$ cat src/rtl/fetch_ctrl.sv
// IF-stage next-PC sequencer: picks pc_sel, tracks speculative branches, runs interrupt entry/exit.
// Optional nested interrupts are enabled by defining NESTED_INT_EN.
module fetch_ctrl #(
   parameter int unsigned SPEC_MAX   = 2,
   parameter logic [31:0] INT_VECTOR = 32'h0000_0100,
   parameter int unsigned NEST_DEPTH = 4
) (
   input  logic        clk,
   input  logic        rst_n,
   input  logic        stall,
   input  logic        branch_predict,
   input  logic        branch_resolve,
   input  logic        branch_undo,
   input  logic        pcr_take,
   input  logic        pci_take,
   input  logic        alert,
   output logic [2:0]  pc_sel,
   output logic [31:0] int_vector,
   output logic        save_pc_en,
   output logic        interrupt,
   output logic        interrupt_mask,
   output logic        spec_full
);

`ifdef NESTED_INT_EN
   localparam bit NestEn = 1'b1;
`else
   localparam bit NestEn = 1'b0;
`endif

   // Without nesting the handler behaves as a nest of depth one.
   localparam int unsigned MaxNest = NestEn ? NEST_DEPTH : 1;
   localparam int unsigned NestW   = $clog2(MaxNest + 1);
   localparam int unsigned CntW    = $clog2(SPEC_MAX + 1);

   localparam logic [NestW-1:0] NestMaxV = NestW'(MaxNest);
   localparam logic [CntW-1:0]  SpecMaxV = CntW'(SPEC_MAX);

   localparam logic [2:0] PcSeq    = 3'd0;
   localparam logic [2:0] PcHold   = 3'd1;
   localparam logic [2:0] PcBranch = 3'd2;
   localparam logic [2:0] PcUndo   = 3'd3;
   localparam logic [2:0] PcPcr    = 3'd4;
   localparam logic [2:0] PcPci    = 3'd5;
   localparam logic [2:0] PcVector = 3'd6;

   localparam logic [1:0] StRun   = 2'd0;
   localparam logic [1:0] StDrain = 2'd1;
   localparam logic [1:0] StEnter = 2'd2;
   localparam logic [1:0] StIsr   = 2'd3;

   logic [1:0]       state_q, state_d;
   logic [CntW-1:0]  spec_cnt_q, spec_cnt_d;
   logic [NestW-1:0] nest_q, nest_d;
   logic             alert_pend_q, alert_pend_d;
   logic             irq_q, irq_d;
   logic             mask_q, mask_d;

   logic in_enter;
   logic enter_go;
   logic alert_any;
   logic can_nest;
   logic quiet;
   logic spec_inc;
   logic spec_dec;

   assign in_enter  = (state_q == StEnter);
   assign enter_go  = in_enter & ~stall;
   assign alert_any = alert_pend_q | alert;
   assign can_nest  = (nest_q < NestMaxV);
   // A predicted branch this cycle would leave speculation outstanding, so it blocks direct entry.
   assign quiet     = (spec_cnt_q == '0) & ~stall & ~branch_undo & ~pcr_take & ~pci_take &
                      ~branch_predict;

   assign spec_full      = (spec_cnt_q == SpecMaxV);
   assign int_vector     = INT_VECTOR;
   assign save_pc_en     = rst_n & enter_go;
   assign interrupt      = irq_q;
   assign interrupt_mask = mask_q;

   always_comb begin
      pc_sel = PcSeq;
      if (!rst_n) begin
         pc_sel = PcHold;
      end else if (in_enter) begin
         pc_sel = stall ? PcHold : PcVector;
      end else if (branch_undo) begin
         pc_sel = PcUndo;
      end else if (pcr_take) begin
         pc_sel = PcPcr;
      end else if (pci_take) begin
         pc_sel = PcPci;
      end else if (stall || (state_q == StDrain)) begin
         pc_sel = PcHold;
      end else if (branch_predict) begin
         pc_sel = spec_full ? PcHold : PcBranch;
      end
   end

   always_comb begin
      spec_cnt_d = spec_cnt_q;
      spec_inc   = (pc_sel == PcBranch);
      spec_dec   = branch_resolve & (spec_cnt_q != '0) & ~in_enter;
      if (!in_enter && branch_undo) begin
         spec_cnt_d = '0;
      end else if (spec_inc && !spec_dec) begin
         spec_cnt_d = spec_cnt_q + CntW'(1);
      end else if (spec_dec && !spec_inc) begin
         spec_cnt_d = spec_cnt_q - CntW'(1);
      end
   end

   always_comb begin
      state_d = state_q;
      nest_d  = nest_q;
      case (state_q)
         StRun: begin
            if (alert_any && can_nest) begin
               state_d = quiet ? StEnter : StDrain;
            end
         end
         StDrain: begin
            if ((spec_cnt_d == '0) && !stall) begin
               state_d = StEnter;
            end
         end
         StEnter: begin
            if (!stall) begin
               state_d = StIsr;
               nest_d  = nest_q + NestW'(1);
            end
         end
         StIsr: begin
            if (pcr_take) begin
               nest_d = nest_q - NestW'(1);
               if (nest_q == NestW'(1)) begin
                  state_d = StRun;
               end
            end else if (alert_any && can_nest) begin
               state_d = quiet ? StEnter : StDrain;
            end
         end
         default: state_d = StRun;
      endcase
   end

   // A fresh alert in the cycle that leaves ENTER keeps the pending flag set.
   assign alert_pend_d = alert | (alert_pend_q & ~enter_go);
   assign irq_d        = enter_go;
   assign mask_d       = (nest_d != '0);

   always_ff @(posedge clk or negedge rst_n) begin
      if (!rst_n) begin
         state_q      <= StRun;
         spec_cnt_q   <= '0;
         nest_q       <= '0;
         alert_pend_q <= 1'b0;
         irq_q        <= 1'b0;
         mask_q       <= 1'b0;
      end else begin
         state_q      <= state_d;
         spec_cnt_q   <= spec_cnt_d;
         nest_q       <= nest_d;
         alert_pend_q <= alert_pend_d;
         irq_q        <= irq_d;
         mask_q       <= mask_d;
      end
   end

endmodule
$ cat config.mk
export PLATFORM = sky130hd
export DESIGN_NAME = fetch_ctrl
export DESIGN_NICKNAME = d
export VERILOG_FILES = /design/src/rtl/fetch_ctrl.sv
export SDC_FILE = /design/constraint.sdc
export NUM_CORES = 1
export LEC_CHECK = 0
export CORE_MARGIN = 5
export CORE_UTILIZATION = 40
export CTS_CLUSTER_SIZE = 28
export DETAILED_ROUTE_END_ITERATION = 10
export GPL_TIMING_DRIVEN = 0
export PLACE_DENSITY = 0.81
export SLEW_MARGIN = 10
export SYNTH_ARGS = -nofsm -noshare
export SYNTH_HDL_FRONTEND = slang
export SYNTH_SLANG_ARGS = --single-unit
export TNS_END_PERCENT = 50
$ cat constraint.sdc
create_clock -name clk -period 4.1 [get_ports clk]
set_input_delay 0.41 -clock clk [delete_from_list [all_inputs] [get_ports clk]]
set_output_delay 0.41 -clock clk [all_outputs]
set_load 0.02 [all_outputs]
=== Word-level counts from Yosys, hierarchy flattened ===
Index checks and enable logic that the tools add are counted.

* Flip-flop bits (word level): 7
* Bits of input ports: 9
* Output and inout bits: 39
* Logic and storage cells: 77

* Add/subtract/negate cells: 4
* $lt $le $gt $ge: 1
* Equality and inequality tests: 9
* Multiplexer cells: 22
* Bitwise logic cells: 19
* Reductions and logical operators: 17

{| class="wikitable"
|+ Operators with widths
! kind !! number
|-
| 2-bit 2-to-1 mux || 12
|-
| 3-bit 2-to-1 mux || 6
|-
| 1-bit AND || 10
|-
| 2-bit case mux with 4 select lines || 1
|-
| 1-bit inverter || 7
|-
| 2-bit == test, second input constant || 3
|-
| 2-bit zero test || 3
|-
| 3-bit AND reduction || 2
|-
| 1-bit logical AND || 5
|-
| 1-bit zero test || 4
|-
| 2-bit inequality test, second input constant || 2
|-
| 2-bit nonzero test || 2
|-
| 3-bit by 2-bit == test with 1-bit output, second input constant || 1
|-
| 3-bit inequality test, second input constant || 1
|-
| 2-bit by 1-bit adder with 2-bit output, second input constant || 1
|-
| 2-bit by 1-bit == test with 1-bit output, second input constant || 1
|-
| 1-bit 2-to-1 mux || 2
|-
| 2-bit by 1-bit inequality test with 1-bit output, second input constant || 1
|-
| 1-bit bitwise OR || 2
|-
| 1-bit case mux with 2 select lines || 1
|-
| 2-bit by 1-bit subtractor with 2-bit output, second input constant || 1
|-
| 1-bit adder, second input constant || 1
|-
| 1-bit logical OR || 1
|-
| 1-bit less-than comparator, second input constant || 1
|-
| 1-bit subtractor, second input constant || 1
|}

=== Logic depth before layout (Yosys ltp) ===
Gate-level depths: netlist (run 1).

* Word-level depth: 19
* Gate-level depth with buffers: 8
* Mapped depth without buffers: 8

=== Least setup slack after synthesis (run 1) ===
No wires, ideal clock.

* Path kind: flip-flop to flip-flop
* From: register spec_cnt_q[0]
* To: register state_q[0]
* Setup time: 0.128 ns
* Arrival: 2.208 ns
* Data required time: 3.972 ns
* Setup slack: 1.765 ns
* Cell stages (with the launch flop): 9
* Buffers on the path: 0
* Period minus slack after synthesis: 2.335 ns
* Cell sequence: dfrtp_1 inv_1 ha_1 nand4bb_1 or4_4 xor2_1 mux2_4 o31ai_1 a21oi_1

* Longest elaborated chain between the ends: 19
* Elaborated cells on any way between the ends: 36
* Those cells by class: 2 x add/sub; 3 x eq/ne; 15 x mux; 7 x bitwise; 9 x reduce/logical

{| class="wikitable"
|+ RTL lines
! what !! RTL line !! source
|-
| start: declaration || 53 || <nowiki>logic [CntW-1:0] spec_cnt_q, spec_cnt_d;</nowiki>
|-
| start signal: assignment || 162 || <nowiki>spec_cnt_q <= spec_cnt_d;</nowiki>
|-
| 2-bit == test * || 75 || <nowiki>assign spec_full = (spec_cnt_q == SpecMaxV);</nowiki>
|-
| net spec_full || 22 || <nowiki>output logic spec_full</nowiki>
|-
| 2-bit 2-to-1 mux * || 96 || <nowiki>pc_sel = spec_full ? PcHold : PcBranch;</nowiki>
|-
| 2-bit 2-to-1 mux * || 95 || <nowiki>end else if (branch_predict) begin</nowiki>
|-
| 2-bit 2-to-1 mux * || 93 || <nowiki>end else if (stall || (state_q == StDrain)) begin</nowiki>
|-
| 3-bit 2-to-1 mux * || 91 || <nowiki>end else if (pci_take) begin</nowiki>
|-
| 3-bit 2-to-1 mux * || 89 || <nowiki>end else if (pcr_take) begin</nowiki>
|-
| 3-bit 2-to-1 mux * || 87 || <nowiki>end else if (branch_undo) begin</nowiki>
|-
| (+4 left out) || n/a ||
|-
| 1-bit logical AND || 108 || <nowiki>end else if (spec_dec && !spec_inc) begin</nowiki>
|-
| 2-bit 2-to-1 mux || 108 ||
|-
| 2-bit 2-to-1 mux * || 106 || <nowiki>end else if (spec_inc && !spec_dec) begin</nowiki>
|-
| 2-bit 2-to-1 mux * || 104 || <nowiki>if (!in_enter && branch_undo) begin</nowiki>
|-
| 2-bit zero test * || 123 || <nowiki>if ((spec_cnt_d == '0) && !stall) begin</nowiki>
|-
| 1-bit logical AND * || 123 ||
|-
| 2-bit by 1-bit inequality test with 1-bit output (no line) * || n/a ||
|-
| 3-bit AND reduction (no line) * || n/a ||
|-
| end signal: assignment || 154 || <nowiki>state_q <= StRun;</nowiki>
|-
| end signal: assignment || 161 || <nowiki>state_q <= state_d;</nowiki>
|-
| end: declaration || 52 || <nowiki>logic [1:0] state_q, state_d;</nowiki>
|}

The timed path passes the listed nets; every way through them passes the cells marked *.
A chain may end at the register's enable or synchronous reset.

=== Worst setup path after layout (run 1) ===
* From: register state_q[1]
* To: output pc_sel[1]

* Longest elaborated chain between the ends: 8
* Elaborated cells on any way between the ends: 9
* Those cells by class: 2 x eq/ne; 6 x mux; 1 x reduce/logical

{| class="wikitable"
|+ RTL lines
! what !! RTL line !! source
|-
| 2-bit by 1-bit == test with 1-bit output || 93 ||
|-
| 1-bit logical OR || 93 ||
|-
| 2-bit 2-to-1 mux || 93 ||
|-
| 3-bit 2-to-1 mux || 91 ||
|-
| 3-bit 2-to-1 mux || 89 ||
|-
| 3-bit 2-to-1 mux || 87 ||
|-
| 3-bit 2-to-1 mux * || 85 || <nowiki>end else if (in_enter) begin</nowiki>
|-
| 3-bit 2-to-1 mux * || 83 || <nowiki>if (!rst_n) begin</nowiki>
|-
| end: declaration || 17 || <nowiki>output logic [2:0] pc_sel,</nowiki>
|}

Every way passes the cells marked *; elsewhere a longest branch is shown, timed or not.

==> impl_metrics.json, run 1 <==
{
  "clock_sinks": 7,
  "syn_to_final_growth_pct": 36.7,
  "final.period_utilization_pct": 65.3,
  "insertion_delay_ns": 0.26,
  "grt_max_degree": 13,
  "gp_congestion": 0.873,
  "antenna_found_initial": 0,
  "cp-end-kind": "primary output",
  "syn_avg_cell_area_sq_um": 8.35,
  "yosys.area.top_type": "buf_4",
  "postCtsSetupBuffers": 0,
  "ys_ff_latch": 7,
  "p_sw_mw": 0.246,
  "combPwrFrac_pct": 65.0,
  "wl_mm": 1.90,
  "fmax_mhz": 373,
  "dieArea_sq_um": 3150,
  "multi_input_area_sq_um": 527,
  "crit_type": "reg2out",
  "synthCells": 102,
  "drv_cap": 0,
  "drt_iter0_drc": 8,
  "final_cell_mix": "32 x buf_4, 32 x conb_1, 14 x clkdlybuf4s50_1",
  "n_antenna_cell": 0,
  "gr-usage-met3_pct": 6.26,
  "use_met2_pct": 20.5,
  "finalHoldViolCount": 0,
  "fin_cells": 177,
  "seq_power_share_pct": 23.0,
  "cts.reportedPaths.clkPinSlew_ns": 0.06,
  "synth_top_area_share_pct": 28.2,
  "io_buffers": 14,
  "rsz0062_at_grt": "no",
  "utilization_pct": 58.2,
  "dpl.cell_count": 173,
  "timing.setup.tns_ns": 0,
  "rr_worst_depth": 8,
  "hold_path.class": "in2async",
  "dp_slack_ns": 1.27,
  "seq_area_sq_um": 175,
  "pin_count": 48,
  "cts_hold_buf": 0,
  "die_h_microns": 56.2,
  "timing.rr.start": "spec_cnt_q[0]",
  "cts_inserted_buffers": 3,
  "seq_area_frac_synth_pct": 20.6,
  "initial_core_util_pct": 42.6,
  "gr-total-overflow": 0,
  "cp.required_ns": 3.69,
  "cts_resized": 0,
  "drc": 0,
  "nFillCells": 189,
  "drtPass1Iterations": 6,
  "p_leak_nw": 0.600,
  "cts_buffer_depth": 2,
  "core_area_sq_um": 2000,
  "synthArstFlopShare_pct": 100,
  "startpoint_type": "register",
  "max-vdd-ir-drop_mv": 0.257,
  "fin_crit_ns": 2.68,
  "root_buffer": "clkbuf_4",
  "drive_above_1_share_pct": 26.7,
  "skew_ns": 0.0122,
  "yosys_warnings": 0,
  "synth_area_sq_um": 852,
  "ant_nets": 0,
  "use_met1_pct": 11.1,
  "fin_ws_ns": 1.42,
  "synth_area_leaders": "buf_4 28%, dfrtp_1 21%, nor3_1 4.7%",
  "ys_types": 33,
  "rows": 16,
  "nets": 162,
  "drv_slew": 0,
  "cts_tree": "yes",
  "setup_violations": 0,
  "top_usage_layer": "met2",
  "h-tree-depth": 1,
  "synth-edff-count": 0,
  "grt_usage_pct": 11.3,
  "die_w_microns": 56.2,
  "r2r-end": "state_q[0]",
  "synth_ff_type": "dfrtp_1",
  "critPathArrivalTime_ns": 2.27,
  "pwr_density_cell_nw_per_um2": 468,
  "drt-wirelength-per-cell_microns": 10.7,
  "vias": 761,
  "r2r_slack_ns": 1.64,
  "p_clk_share_pct": 12.0,
  "grt_pass1_wl_mm": 2.90,
  "p_int_mw": 0.299,
  "hpwlAfterDp_mm": 1.58,
  "via_per_inst": 4.30,
  "switching_share_pct": 45.2,
  "status": "completed",
  "grt_pass1_vias": 685,
  "cp_max_fo": 10
}
==> area by class of cell <==
type	instances	share of cell area, %
tap	27	2.90
clock buffer	4	2.26
inverter	4	1.29
timing repair buffer	14	12.0
sequential	7	15.0
multi-input combinational	87	45.2
buffer	34	21.3
==> state kept, by name, summed over array words and instances (netlist names) <==
register and flops:
interrupt 1, interrupt_mask 1, alert_pend_q 1, state_q 2, spec_cnt_q 2
==> cells in the mapped netlist, drive strengths merged, types with 2 or more instances <==
cell,number
a21o,4
a21oi,3
buf,32
clkbuf,2
conb,2
dfrtp,7
ha,2
inv,4
nand2,5
nand2b,2
nor2,4
nor2b,3
nor3,8
o21ai,2
o21bai,3
o31ai,2
==> per-layer routing <==
metal,wire (microns),up-vias
met5,0,-
met4,15,0
met3,208,2
met2,963,34
met1,708,344
li1,-,381
==> how the worst max path moves through the flow <==
stage	startpoint	end	slack [ns]	cells after the start
4_1_cts	stall	pc_sel[2]	1.46	4
5_1_grt	state_q[1]	pc_sel[0]	1.29	5
3_5_place_dp	rst_n	state_q[0]	1.27	7
3_3_place_gp	rst_n	state_q[0]	1.30	7
6_report	state_q[1]	pc_sel[1]	1.42	5
2_1_floorplan	spec_cnt_q[0]	state_q[0]	1.76	8
==> cells by family (layout without fill, tap and decap cells) <==
logic type	Yosys count	in the layout	synth area share [%]
simple gates	30	30	20.3
xor+xnor	2	2	2.06
other cells	2	32	0.881
fa+ha+maj	2	2	2.94
compound gates	20	20	20.7
flops	7	7	20.6
mux	1	1	1.76
buf+inv	38	56	30.8
==> stage by stage <==
| stage | cell area [sq um] | total power [mW] | hold slack [ns] |
|---|---|---|---|
| 2_1_floorplan | 965 | 0.392 | 0.114 |
| 3_3_place_gp | 1140 | 0.459 | 0.500 |
| 3_5_place_dp | 1140 | 0.475 | 0.505 |
| 4_1_cts | 1160 | 0.539 | 0.486 |
| 5_1_grt | 1160 | 0.579 | 0.517 |
| 6_report | 1160 | 0.546 | 0.469 |
==> power groups by stage <==
stage | registers, mW | logic [mW] | clock network, mW
final | 0.125 | 0.355 | 0.0657
after global routing | 0.127 | 0.381 | 0.0721
after CTS | 0.124 | 0.352 | 0.0643
after detailed placement | 0.125 | 0.350 | 0
after global placement | 0.122 | 0.336 | 0
after floorplan | 0.126 | 0.266 | 0
==> critical path, cell delays in order, from the launching register on <==
cell	delay [ns]
dfrtp_1	0.46
nor2b_1	0.24
clkbuf_1	0.39
a311o_1	0.17
and3_1	0.15
clkdlybuf4s50_1	0.60
Note: power is estimated with default switching activity, not from simulation.
==> inputs of run 2 (changes only) <==
--- a/config.mk
+++ b/config.mk
@@ -6,11 +6,11 @@
 export NUM_CORES = 1
 export LEC_CHECK = 0
 export CORE_MARGIN = 5
-export CORE_UTILIZATION = 40
+export CORE_UTILIZATION = 38
 export CTS_CLUSTER_SIZE = 28
 export DETAILED_ROUTE_END_ITERATION = 10
 export GPL_TIMING_DRIVEN = 0
-export PLACE_DENSITY = 0.81
+export PLACE_DENSITY = 0.78
 export SLEW_MARGIN = 10
 export SYNTH_ARGS = -nofsm -noshare
 export SYNTH_HDL_FRONTEND = slang
==> constraint.sdc (replaced) <==
create_clock -name clk -period 2.6 [get_ports clk]
set_input_delay 0.26 -clock clk [delete_from_list [all_inputs] [get_ports clk]]
set_output_delay 0.26 -clock clk [all_outputs]
set_load 0.02 [all_outputs]
==> impl_metrics.json, run 2 (synthesis results as in run 1) <==
{
  "nets": 162,
  "setup_violations": 0,
  "pwr_density_cell_nw_per_um2": 720,
  "clock_sinks": 7,
  "cts_hold_buf": 0,
  "cts_buffer_depth": 2,
  "skew_ns": 0.00190,
  "die_h_microns": 57.4,
  "cts_inserted_buffers": 3,
  "p_leak_nw": 0.603,
  "cts.reportedPaths.clkPinSlew_ns": 0.05,
  "grt_usage_pct": 10.2,
  "drive_above_1_share_pct": 27.3,
  "seq_area_sq_um": 175,
  "cp-end-kind": "register",
  "timing.rr.start": "spec_cnt_q[0]",
  "dieArea_sq_um": 3290,
  "cts_tree": "yes",
  "status": "completed",
  "die_w_microns": 57.4,
  "drc": 0,
  "drv_cap": 0,
  "timing.setup.tns_ns": 0,
  "core_area_sq_um": 2170,
  "nFillCells": 221,
  "cp.required_ns": 2.73,
  "via_per_inst": 4.12,
  "drtPass1Iterations": 3,
  "hold_path.class": "in2async",
  "max-vdd-ir-drop_mv": 0.386,
  "dp_slack_ns": -0.0555,
  "largestRegisters": "spec_cnt_q x2, state_q x2",
  "antenna_found_initial": 0,
  "rows": 17,
  "insertion_delay_ns": 0.25,
  "startpoint": "spec_cnt_q[0]",
  "wl_mm": 1.73,
  "startpoint_type": "register",
  "fin_total_pwr_mw": 0.841,
  "syn_to_final_growth_pct": 37.0,
  "stdcell_area_sq_um": 1170,
  "fmax_mhz": 415,
  "dpl.cell_count": 174,
  "gp_congestion": 0.756,
  "multi_input_area_sq_um": 527,
  "gr-total-overflow": 0,
  "grt_pass1_wl_mm": 2.70,
  "vias": 733,
  "crit_type": "reg2reg",
  "fin_ws_ns": 0.189,
  "h-tree-depth": 1,
  "final_cell_mix": "32 x buf_4, 32 x conb_1, 14 x clkdlybuf4s50_1",
  "final.period_utilization_pct": 92.7,
  "critPathArrivalTime_ns": 2.54,
  "n_antenna_cell": 0,
  "root_buffer": "clkbuf_4",
  "io_buffers": 14,
  "ant_nets": 0,
  "grt_pass1_vias": 636,
  "drv_slew": 0,
  "grt_max_degree": 13,
  "initial_core_util_pct": 39.3,
  "pin_count": 48,
  "r2r_slack_ns": 0.19,
  "r2r-end": "state_q[0]",
  "finalHoldViolCount": 0,
  "cp_max_fo": 4,
  "rsz0062_at_grt": "no",
  "fin_crit_ns": 2.41,
  "drt-wirelength-per-cell_microns": 9.69,
  "postCtsSetupBuffers": 0,
  "fin_cells": 178,
  "hpwlAfterDp_mm": 1.50,
  "rr_worst_depth": 8,
  "dpl_cell_area_sq_um": 1140,
  "drt_iter0_drc": 11
}
==> run 2: layout make-up <==
type / count / share of cell area, %
Sequential cell: 7 / 15.0
Buffer: 34 / 21.3
Timing Repair Buffer: 14 / 12.0
Multi-Input combinational cell: 87 / 45.1
Tap cell: 28 / 3.00
Clock buffer: 4 / 2.25
Inverter: 4 / 1.29
==> run 2: how the worst max path moves through the flow <==
stage | to | slack (ns) | cells after the start
finish | state_q[0] | 0.19 | 8
global route | state_q[0] | 0.08 | 7
CTS | pc_sel[1] | 0.12 | 5
detailed placement | state_q[0] | -0.06 | 7
global placement | state_q[0] | -0.06 | 7
floorplan | state_q[0] | 0.26 | 8
==> run 2: repair_timing <==
action                                  4_1_cts  5_1_grt
endpoints found under the setup margin        0        2
endpoints found under the hold margin         0        0
gates resized for setup                       0        2
==> run 2: where the power goes <==
group	internal, mW	total (mW)	leakage, nW	switching, mW
sequential	0.150	0.194	0.0857	0.0442
clock	0.0585	0.0971	0.0150	0.0386
combinational	0.265	0.550	0.503	0.285
total	0.473	0.841	0.603	0.368
==> run 2: stage by stage <==
| stage | hold WS, ns | util [%] |
|---|---|---|
| 6_report | 0.325 | 53.8 |
| 5_1_grt | 0.351 | 53.8 |
| 4_1_cts | 0.332 | 53.7 |
| 3_5_place_dp | 0.519 | 52.5 |
| 3_3_place_gp | 0.501 | 52.5 |
| 2_1_floorplan | -0.0356 | - |
==> run 2: worst max-delay path, stage by stage (launching register included) <==
cell       delay (ns)
dfrtp_1          0.38
inv_1            0.09
ha_1             0.24
nand4bb_1        0.19
or4_4            0.47
xor2_1           0.24
mux2_4           0.34
o31ai_1          0.24
a21oi_1          0.10
==> run 2: per-layer routing <==
layer | global-route usage [%] | part of all wire [%]
met1 | 10.5 | 37
met3 | 4.98 | 9.2
met4 | 0.993 | 0
met5 | 0 | 0
met2 | 19.2 | 54
==> inputs of run 3 (changes only) <==
--- a/config.mk
+++ b/config.mk
@@ -5,6 +5,7 @@
 export SDC_FILE = /design/constraint.sdc
 export NUM_CORES = 1
 export LEC_CHECK = 0
+export CAP_MARGIN = 10
 export CORE_MARGIN = 5
 export CORE_UTILIZATION = 38
 export CTS_CLUSTER_SIZE = 28
==> results of run 3 <==
Final layout, timing and power as in run 2 (identical DEF).
